## config.mk

```make
export PLATFORM = sky130hd
export DESIGN_NAME = bcd_ascii_sender
export DESIGN_NICKNAME = d
export VERILOG_FILES = /design/src/rtl/bcd_pkg.sv /design/src/rtl/bcd_to_ascii.sv /design/src/rtl/bcd_ascii_sender.sv
export SDC_FILE = /design/constraint.sdc
export NUM_CORES = 1
export LEC_CHECK = 0
export CAP_MARGIN = 20
export CORE_UTILIZATION = 43
export CTS_CLUSTER_SIZE = 25
export DETAILED_ROUTE_END_ITERATION = 12
export MAX_ROUTING_LAYER = met4
export PLACE_DENSITY = 0.74
export SYNTH_ARGS = -nofsm -noshare
export SYNTH_HDL_FRONTEND = slang
export SYNTH_SLANG_ARGS = --single-unit
```

## constraint.sdc

```tcl
create_clock -name clk -period 2.15 [get_ports clk]
set_clock_uncertainty 0.05 [all_clocks]
set_input_delay 0.3225 -clock clk [delete_from_list [all_inputs] [get_ports clk]]
set_output_delay 0.3225 -clock clk [all_outputs]
set_load 0.02 [all_outputs]
```

## src/rtl/bcd_pkg.sv

```systemverilog
// ---------------------------------------------------------------------------
// bcd_pkg
// Shared definitions for the BCD-to-ASCII sender:
//   - FSM state type and state encodings
//   - ASCII character constants used on the transmit path
//   - packed container for the three latched BCD digits
//   - helper that tells whether a state offers a character
// ---------------------------------------------------------------------------
package bcd_pkg;

  // FSM state type. The encodings are plain constants so that older tools
  // and waveform viewers show stable numeric values.
  typedef logic [2:0] state_t;

  localparam state_t ST_IDLE = 3'd0;
  localparam state_t ST_D2   = 3'd1;
  localparam state_t ST_D1   = 3'd2;
  localparam state_t ST_D0   = 3'd3;
  localparam state_t ST_CR   = 3'd4;
  localparam state_t ST_LF   = 3'd5;
  localparam state_t ST_FIN  = 3'd6;

  // ASCII characters produced by the sender.
  localparam logic [7:0] ASCII_ZERO  = 8'h30;
  localparam logic [7:0] ASCII_QMARK = 8'h3F;
  localparam logic [7:0] ASCII_CR    = 8'h0D;
  localparam logic [7:0] ASCII_LF    = 8'h0A;

  // Hundreds / tens / units, most significant first.
  typedef struct packed {
    logic [3:0] d2;
    logic [3:0] d1;
    logic [3:0] d0;
  } bcd_digits_t;

  // True for every state in which a character is offered to the transmitter.
  function automatic logic is_char_state(input state_t s);
    return (s == ST_D2) || (s == ST_D1) || (s == ST_D0) ||
           (s == ST_CR) || (s == ST_LF);
  endfunction

endpackage : bcd_pkg

```

## src/rtl/bcd_to_ascii.sv

```systemverilog
// ---------------------------------------------------------------------------
// bcd_to_ascii
// Combinational mapping of one BCD digit to its ASCII character.
// Values 0..9 map to '0'..'9'; the non-BCD codes 10..15 map to '?'.
//
// Ports
//   i_digit  in   4  BCD digit
//   o_char   out  8  ASCII character
// ---------------------------------------------------------------------------
module bcd_to_ascii
  import bcd_pkg::*;
(
  input  logic [3:0] i_digit,
  output logic [7:0] o_char
);

  assign o_char = (i_digit <= 4'd9) ? (ASCII_ZERO + {4'h0, i_digit})
                                    : ASCII_QMARK;

endmodule : bcd_to_ascii

```

## src/rtl/bcd_ascii_sender.sv

```systemverilog
// ---------------------------------------------------------------------------
// bcd_ascii_sender
// Sends a three-digit BCD value as ASCII characters over a valid/ready byte
// interface, optionally suppressing leading zeros and optionally terminating
// the line with CR LF. A one-cycle done pulse marks the end of each send.
//
// Parameters
//   BLANK_ZEROS  1: skip leading zero hundreds/tens (units always sent)
//   SEND_CRLF    1: append CR then LF after the units digit
//
// Ports
//   clk       in   1  clock, all state changes on the rising edge
//   rst_n     in   1  asynchronous active-low reset
//   start     in   1  request to send the digits (accepted only when idle)
//   digit2    in   4  BCD hundreds
//   digit1    in   4  BCD tens
//   digit0    in   4  BCD units
//   tx_data   out  8  character offered to the transmitter (registered)
//   tx_valid  out  1  tx_data is valid (decoded from state)
//   tx_ready  in   1  transmitter accepts tx_data this cycle
//   busy      out  1  send in progress (decoded from state)
//   done      out  1  one-cycle pulse after the last character (registered)
// ---------------------------------------------------------------------------
module bcd_ascii_sender
  import bcd_pkg::*;
#(
  parameter bit BLANK_ZEROS = 1'b1,
  parameter bit SEND_CRLF   = 1'b1
) (
  input  logic       clk,
  input  logic       rst_n,
  input  logic       start,
  input  logic [3:0] digit2,
  input  logic [3:0] digit1,
  input  logic [3:0] digit0,
  output logic [7:0] tx_data,
  output logic       tx_valid,
  input  logic       tx_ready,
  output logic       busy,
  output logic       done
);

  // -------------------------------------------------------------------------
  // State and datapath registers
  // -------------------------------------------------------------------------
  state_t      r_state;
  bcd_digits_t r_digits;
  logic [7:0]  r_tx_data;
  logic        r_done;

  state_t      w_next_state;
  bcd_digits_t w_digits_src;
  logic        w_accept;
  logic        w_xfer;
  logic        w_char_state;
  logic [3:0]  w_sel_digit;
  logic [7:0]  w_digit_char;
  logic [7:0]  w_next_char;

  assign w_char_state = is_char_state(r_state);
  assign w_accept     = (r_state == ST_IDLE) && start;
  assign w_xfer       = w_char_state && tx_ready;

  // On the accepting edge the new digits are not yet in r_digits, so the
  // first character is built straight from the inputs being latched.
  assign w_digits_src = w_accept ? {digit2, digit1, digit0} : r_digits;

  // -------------------------------------------------------------------------
  // Next-state logic
  // -------------------------------------------------------------------------
  // NOTE: every combinational output gets a default before the case so that
  // no path leaves it unassigned, which would infer a latch.
  always_comb begin
    w_next_state = r_state;
    unique case (r_state)
      ST_IDLE: begin
        if (start) begin
          if (!BLANK_ZEROS || (digit2 != 4'd0)) begin
            w_next_state = ST_D2;
          end else if (digit1 != 4'd0) begin
            w_next_state = ST_D1;
          end else begin
            w_next_state = ST_D0;
          end
        end
      end
      ST_D2:   if (w_xfer) w_next_state = ST_D1;
      ST_D1:   if (w_xfer) w_next_state = ST_D0;
      ST_D0:   if (w_xfer) w_next_state = SEND_CRLF ? ST_CR : ST_FIN;
      ST_CR:   if (w_xfer) w_next_state = ST_LF;
      ST_LF:   if (w_xfer) w_next_state = ST_FIN;
      ST_FIN:  w_next_state = ST_IDLE;
      default: w_next_state = ST_IDLE;
    endcase
  end

  // -------------------------------------------------------------------------
  // Character generation
  // tx_data is registered, so the character is chosen for the state being
  // entered. While stalled the next state equals the current one and the
  // digits are frozen, which keeps tx_data stable.
  // -------------------------------------------------------------------------
  always_comb begin
    w_sel_digit = 4'd0;
    case (w_next_state)
      ST_D2:   w_sel_digit = w_digits_src.d2;
      ST_D1:   w_sel_digit = w_digits_src.d1;
      ST_D0:   w_sel_digit = w_digits_src.d0;
      default: w_sel_digit = 4'd0;
    endcase
  end

  bcd_to_ascii u_bcd_to_ascii (
    .i_digit (w_sel_digit),
    .o_char  (w_digit_char)
  );

  always_comb begin
    w_next_char = 8'h00;
    case (w_next_state)
      ST_D2, ST_D1, ST_D0: w_next_char = w_digit_char;
      ST_CR:               w_next_char = ASCII_CR;
      ST_LF:               w_next_char = ASCII_LF;
      default:             w_next_char = 8'h00;
    endcase
  end

  // -------------------------------------------------------------------------
  // Sequential state
  // -------------------------------------------------------------------------
  // NOTE: sequential state uses non-blocking assignments so every register
  // samples the pre-edge values, independent of statement order.
  always_ff @(posedge clk or negedge rst_n) begin
    if (!rst_n) begin
      r_state   <= ST_IDLE;
      // NOTE: the digit register is reset too: a reset mid-send must leave
      // no stale value behind that could leak into a later character.
      r_digits  <= '0;
      r_tx_data <= 8'h00;
      r_done    <= 1'b0;
    end else begin
      r_state   <= w_next_state;
      if (w_accept) begin
        r_digits <= w_digits_src;
      end
      r_tx_data <= w_next_char;
      r_done    <= (w_next_state == ST_FIN);
    end
  end

  // -------------------------------------------------------------------------
  // Outputs
  // -------------------------------------------------------------------------
  assign tx_data  = r_tx_data;
  assign done     = r_done;
  assign tx_valid = w_char_state;
  assign busy     = w_char_state;

endmodule : bcd_ascii_sender

```

* Word level (Yosys, flattened, before mapping)
Cells that the tools add are included.
** Storage, ports and cells
- Bits in registers :: 24
- Latch bits :: 0
- Memory bits (writable) :: 0
- ROM bits :: 0
- Input port bits :: 16
- Output and inout bits :: 11
- Word-level logic and storage cells :: 42
- Memories kept :: 0
** Operators by class
- Add/sub/neg operators :: 1
- Multiply operators :: 0
- Divide/modulo/power cells :: 0
- Magnitude comparators :: 1
- Equal/unequal tests :: 11
- Shift-type cells :: 0
- Muxes and demuxes :: 13
- Bitwise logic cells :: 0
- Reduce and logical (&&, ||, !) cells :: 10
** Operator list (count)
- one-hot mux 8 bit (3 select lines) :: 1
- two-way mux 3 bit :: 6
- one-hot mux 3 bit (6 select lines) :: 1
- equality test 3 bit, second input constant :: 5
- equality test 3 x 2 -> 1 bit, second input constant :: 4
- two-way mux 12 bit :: 1
- one-hot mux 4 bit (3 select lines) :: 1
- two-way mux 8 bit :: 1
- nonzero test 4 bit :: 2
- adder 6 x 4 -> 7 bit, first input constant :: 1
- equality test 3 x 1 -> 1 bit, second input constant :: 2
- <= comparator 4 bit, second input constant :: 1
- logical OR 1 bit :: 4
- zero test 3 bit :: 1
- OR reduction 3 bit :: 1
- logical AND 1 bit :: 2
- two-way mux 2 bit :: 1
- two-way mux 1 bit :: 1

* Longest topological paths before layout
- Depth after elaboration :: 13
- Gate-level depth with buffers :: 9
- Depth with buffers taken out :: 7

* Cells and area by module
From an unflattened synthesis, not the netlist that was laid out.
** Second synthesis, totals
- Cell total of the unflattened synthesis :: 107
- Area, all modules :: 1226.2 sq um
** Modules (own cells, without submodules)
- bcd_ascii_sender :: instances 1, cells an instance 96, area an instance 1158.6 sq um, seq. area each 600.6 sq um
- bcd_to_ascii :: instances 1, cells an instance 11, area an instance 67.6 sq um, seq. area each 0.0 sq um

* Worst setup path after synthesis
No wires, ideal clock.
- Kind :: reg2reg
- Start :: register r_state[1]
- End :: register r_tx_data[0], in the netlist tx_data[0]
- Library setup time :: 130 ps
- Data arrival time :: 2165 ps
- Required time :: 1970 ps
- Setup slack :: -195 ps
- Stages on the path, launching flop included :: 9
- Path buffers :: 2
- Period minus slack after synthesis :: 2345 ps
- Path through :: dfrtp_1 buf_6 nor4b_4 buf_6 mux2_2 mux2_2 a22oi_1 nor2b_1 o22ai_1
** On the way
- Word-level cells in the longest chain between the ends :: 13
- Elaborated cells between the ends (all ways) :: 31
- Those cells by class :: 1 x add/sub; 1 x order compare; 10 x eq/ne; 11 x mux; 8 x reduce/logical
** RTL lines
- start, declared :: RTL line bcd_ascii_sender.sv:46 : state_t r_state;
- start signal, assigned :: RTL line bcd_ascii_sender.sv:142 : r_state <= w_next_state;
- equality test 3 x 1 -> 1 bit / equality test 3 x 2 -> 1 bit (equally long branches) :: RTL line bcd_pkg.sv:38, bcd_ascii_sender.sv:75
- logical OR 1 bit (3 in a row) :: RTL line bcd_pkg.sv:38 : return (s == ST_D2) || (s == ST_D1) || (s == ST_D0) ||
- logical OR 1 bit :: RTL line bcd_pkg.sv:39 : (s == ST_CR) || (s == ST_LF);
- logical AND 1 bit :: RTL line bcd_ascii_sender.sv:62 : assign w_xfer = w_char_state && tx_ready;
- two-way mux 3 bit, on equally long branches
- one-hot mux 3 bit (6 select lines) :: RTL line bcd_ascii_sender.sv:75 : unique case (r_state)
- equality test 3 x 2 -> 1 bit / equality test 3 x 1 -> 1 bit (equally long branches) :: RTL line bcd_ascii_sender.sv:105, bcd_ascii_sender.sv:120
- one-hot mux 4 bit (3 select lines) :: RTL line bcd_ascii_sender.sv:105 : case (w_next_state)
- adder 6 x 4 -> 7 bit / <= comparator 4 bit (equally long branches) :: RTL line bcd_to_ascii.sv:17 : assign o_char = (i_digit <= 4'd9) ? (ASCII_ZERO + {4'h0, i_digit})
- two-way mux 8 bit :: RTL line bcd_to_ascii.sv:17
- one-hot mux 8 bit (3 select lines) * :: RTL line bcd_ascii_sender.sv:120 : case (w_next_state)
- named net w_next_char[0] :: RTL line bcd_ascii_sender.sv:58 : logic [7:0] w_next_char;
- end signal, assigned :: RTL line bcd_ascii_sender.sv:146 : r_tx_data <= w_next_char;
- end, declared :: RTL line bcd_ascii_sender.sv:48 : logic [7:0] r_tx_data;
Mark *: on every way through the listed nets, which the timed path passes. The rest lies on a longest branch.
A chain may end at the register's enable or synchronous reset.

* Worst setup path after layout
- Start :: register r_state[0]
- End :: register r_tx_data[1], in the netlist tx_data[1]
Same word-level chain as after synthesis.

==> results_dict.tcl <==
set metrics [dict create \
    root_buffer "clkbuf_4" \
    slew_viol_final 0 \
    yosysWarnings 0 \
    drt_wl_total_mm 2.39 \
    p_per_area_mw_per_mm2 1580 \
    hold_viol 0 \
    rsz0062_at_grt "yes" \
    gp_congestion 0.846 \
    final_antenna_net_count 0 \
    die_h_microns 51.8 \
    clockBufferDepth 2 \
    start_util_pct 46.9 \
    violations "negative setup slack" \
    die_area_sq_mm 0.00269 \
    grt_pass1_wl_mm 4.05 \
    overflow 0 \
    cp-start-kind "register" \
    synth_top_family_by_area "multiplexers" \
    cp_top_family "simple AND/OR/NAND/NOR gates" \
    p_total_w 0.00252 \
    rows 17 \
    cp_num_buf_inv 1 \
    die_x_microns 51.8 \
    hpwl_mm 1.73 \
    synth_adder_area_share_pct 0 \
    cp.required_ns 2.31 \
    htreeDepth 1 \
    nNetsFinal 154 \
    diodes 0 \
    final_cells 165 \
    io_pins 27 \
    placedCellCount 158 \
    cpMostUsedCell "mux2_4" \
    cts_buffers 3 \
    wl_per_cell_microns 14.5 \
    grt_pass1_vias 879 \
    p_leak_nw 0.747 \
    cts.sinks 21 \
    antenna_found_initial 0 \
    slowest_delay_ns 0.43 \
    drtPass1Iterations 4 \
    synth_xor_area_share_pct 0 \
    cts_tree "done" \
    setup_slack_ns -0.0848 \
    hold_buffers 0 \
    slowest_stage "dfrtp_1" \
    viasPerCell 5.24 \
    muxShareOfSynthArea_pct 16.4 \
    synth-compound-area-share_pct 13.7 \
    grt_max_degree 22 \
    synth_area_sq_mm 0.00107 \
    min_period_over_period_pct 104 \
    yosysUniqueCellTypes 36 \
    drcViolationCount 0 \
    io_buffers 24 \
    final_cell_area_sq_mm 0.00160 \
    synth-seq-cells 21 \
    layout_min_cycle_time_ns 2.23 \
    ir_drop_v 0.000953 \
    drt-initial-drc-count 10 \
    syn2layout_area_growth_pct 49.7 \
    path_clk_slew_ns 0.12 \
    syn_inst 89 \
    grt_use_total_pct 21.9 \
    cp_data_arrival_time_ns 2.39 \
    critical_path_class "register to register" \
    path_cells "nor4b_4, buf_6, mux2_4, and2b_1, mux2_4, a22oi_2, nand2b_4, a311oi_2" \
    hp-class "primary input to async pin" \
    fillers 168 \
    synth_seq_area_share_pct 49.2 \
    fmax_mhz 447 \
    status "finished with violations" \
    setup_violations 4 \
    worst_setup_path_end_kind "register" \
    clk_latency_ns 0.32 \
    critPathMaxFanout 6 \
    placed_cell_area_sq_mm 0.00149 \
    drive_above_1_share_pct 41.6 \
    cap_violations 0 \
    vias 865 \
    coreArea_sq_mm 0.00228 \
    syn_avg_cell_area_sq_um 12.0 \
    synth-simple-area-share_pct 13.2 \
]
## power by group
group | switching (W) | internal [W] | total, W
sequential | 0.0000729 | 0.000590 | 0.000663
clock | 0.000126 | 0.0000697 | 0.000196
combinational | 0.000764 | 0.000899 | 0.00166
total | 0.000963 | 0.00156 | 0.00252
## area by class of cell
class,instances,area [sq um],area share [%]
Tap cell,28,35.0,2.19
Inverter,6,22.5,1.41
Multi-Input combinational cell,57,541,33.8
Clock buffer,3,22.5,1.41
Clock inverter,1,5.00,0.313
Timing Repair Buffer,49,447,28.0
Sequential cell,21,526,32.9
## state kept, by name, indices dropped and copies added, names as in the netlist
signal / flops
tx_data: 5
r_digits: 12
done: 1
r_state: 3
## worst register-to-register path, delay by kind of cell, from the launching register on
| family | cells | cell delay (ns) |
|---|---|---|
| AOI/OAI and AO/OA | 2 | 0.25 |
| buffers and inverters | 1 | 0.18 |
| DFF | 1 | 0.43 |
| muxes | 2 | 0.58 |
| and+or+nand+nor | 3 | 0.64 |
## Yosys cell counts
master	number	share of area, %
a211oi_1	1	0.70
a21boi_0	1	0.70
a21oi_1	1	0.47
a22o_1	1	0.82
a22oi_1	1	0.70
a22oi_2	2	2.3
a311oi_2	1	1.4
a32oi_1	1	0.82
and2_1	1	0.59
and2b_1	1	0.70
and3_1	1	0.59
buf_4	4	2.8
buf_6	2	2.1
conb_1	1	0.35
dfrtp_1	21	49
inv_1	6	2.1
mux2_1	1	1.1
mux2_2	11	12
mux2_4	2	2.8
mux2i_1	1	0.94
nand2_1	5	1.8
nand2b_1	3	1.8
nand3_1	1	0.47
nand3b_1	1	0.70
nand4b_1	1	0.82
nor2_1	4	1.4
nor2b_1	2	1.2
nor3_1	1	0.47
nor4_1	1	0.59
nor4b_4	1	2.2
o211a_1	1	0.94
o21ai_0	3	1.4
o21ai_2	1	0.82
o22ai_1	1	0.59
o22ai_2	1	1.2
o41ai_1	1	0.82
## kinds of logic after synthesis
family | count (synthesis)
muxes | 15
other | 1
AOI/OAI and AO/OA | 17
DFF | 21
buffers and inverters | 12
and+or+nand+nor | 23
## stage by stage
stage	hold WS (ns)	utilization (%)	setup TNS [ns]	worst slack (ns)
floorplan	-0.0231	-	-0.286	-0.109
global placement	0.432	65.5	-1.96	-0.465
detailed placement	0.435	65.5	-2.85	-0.640
CTS	0.284	69.0	-0.315	-0.0929
global route	0.283	70.2	-0.570	-0.162
finish	0.274	70.2	-0.278	-0.0848
## repair_timing
item | in CTS | in global routing
pin swaps | 7 | 5
setup buffers | 2 | 1
setup endpoints to repair | 7 | 4
gates resized for setup | 11 | 5
## final timing paths
kind,startpoint,end,slack [ns],cells past startpoint
max in group asynchronous,rst_n,r_digits[2]$_DFFE_PN0P_,1.55,2
worst min-delay path,rst_n,r_digits[11]$_DFFE_PN0P_,0.27,2
worst min register to register,r_digits[5]$_DFFE_PN0P_,r_digits[5]$_DFFE_PN0P_,0.46,1
min in group clk,digit2[2],r_digits[10]$_DFFE_PN0P_,0.34,2
worst max-delay path,r_state[0]$_DFF_PN0_,tx_data[1]$_DFF_PN0_,-0.08,8
worst max register to register,r_state[0]$_DFF_PN0_,tx_data[1]$_DFF_PN0_,-0.08,8
## routing by layer
metal / global-route usage, % / share of wire [%] / vias up
li1: - / - / 411
met1: 25.9 / 44 / 425
met2: 36.1 / 51 / 23
met3: 2.63 / 3.0 / 6
met4: 11.7 / 2.1 / 0
met5: - / 0 / -
## placed cells by master, fill, tap and decap left out, types with 2 or more instances in the layout
cell type / count
inv_1: 6
nand2b_1: 2
nor2_1: 4
dfrtp_1: 21
clkbuf_4: 3
o21ai_0: 2
mux2_4: 6
dlymetal6s2s_1: 2
a22oi_2: 3
nand2_1: 5
conb_1: 2
clkdlybuf4s50_1: 20
buf_4: 23
dlygate4sd2_1: 2
mux2_2: 8
Power figures use the tool's default switching activity.
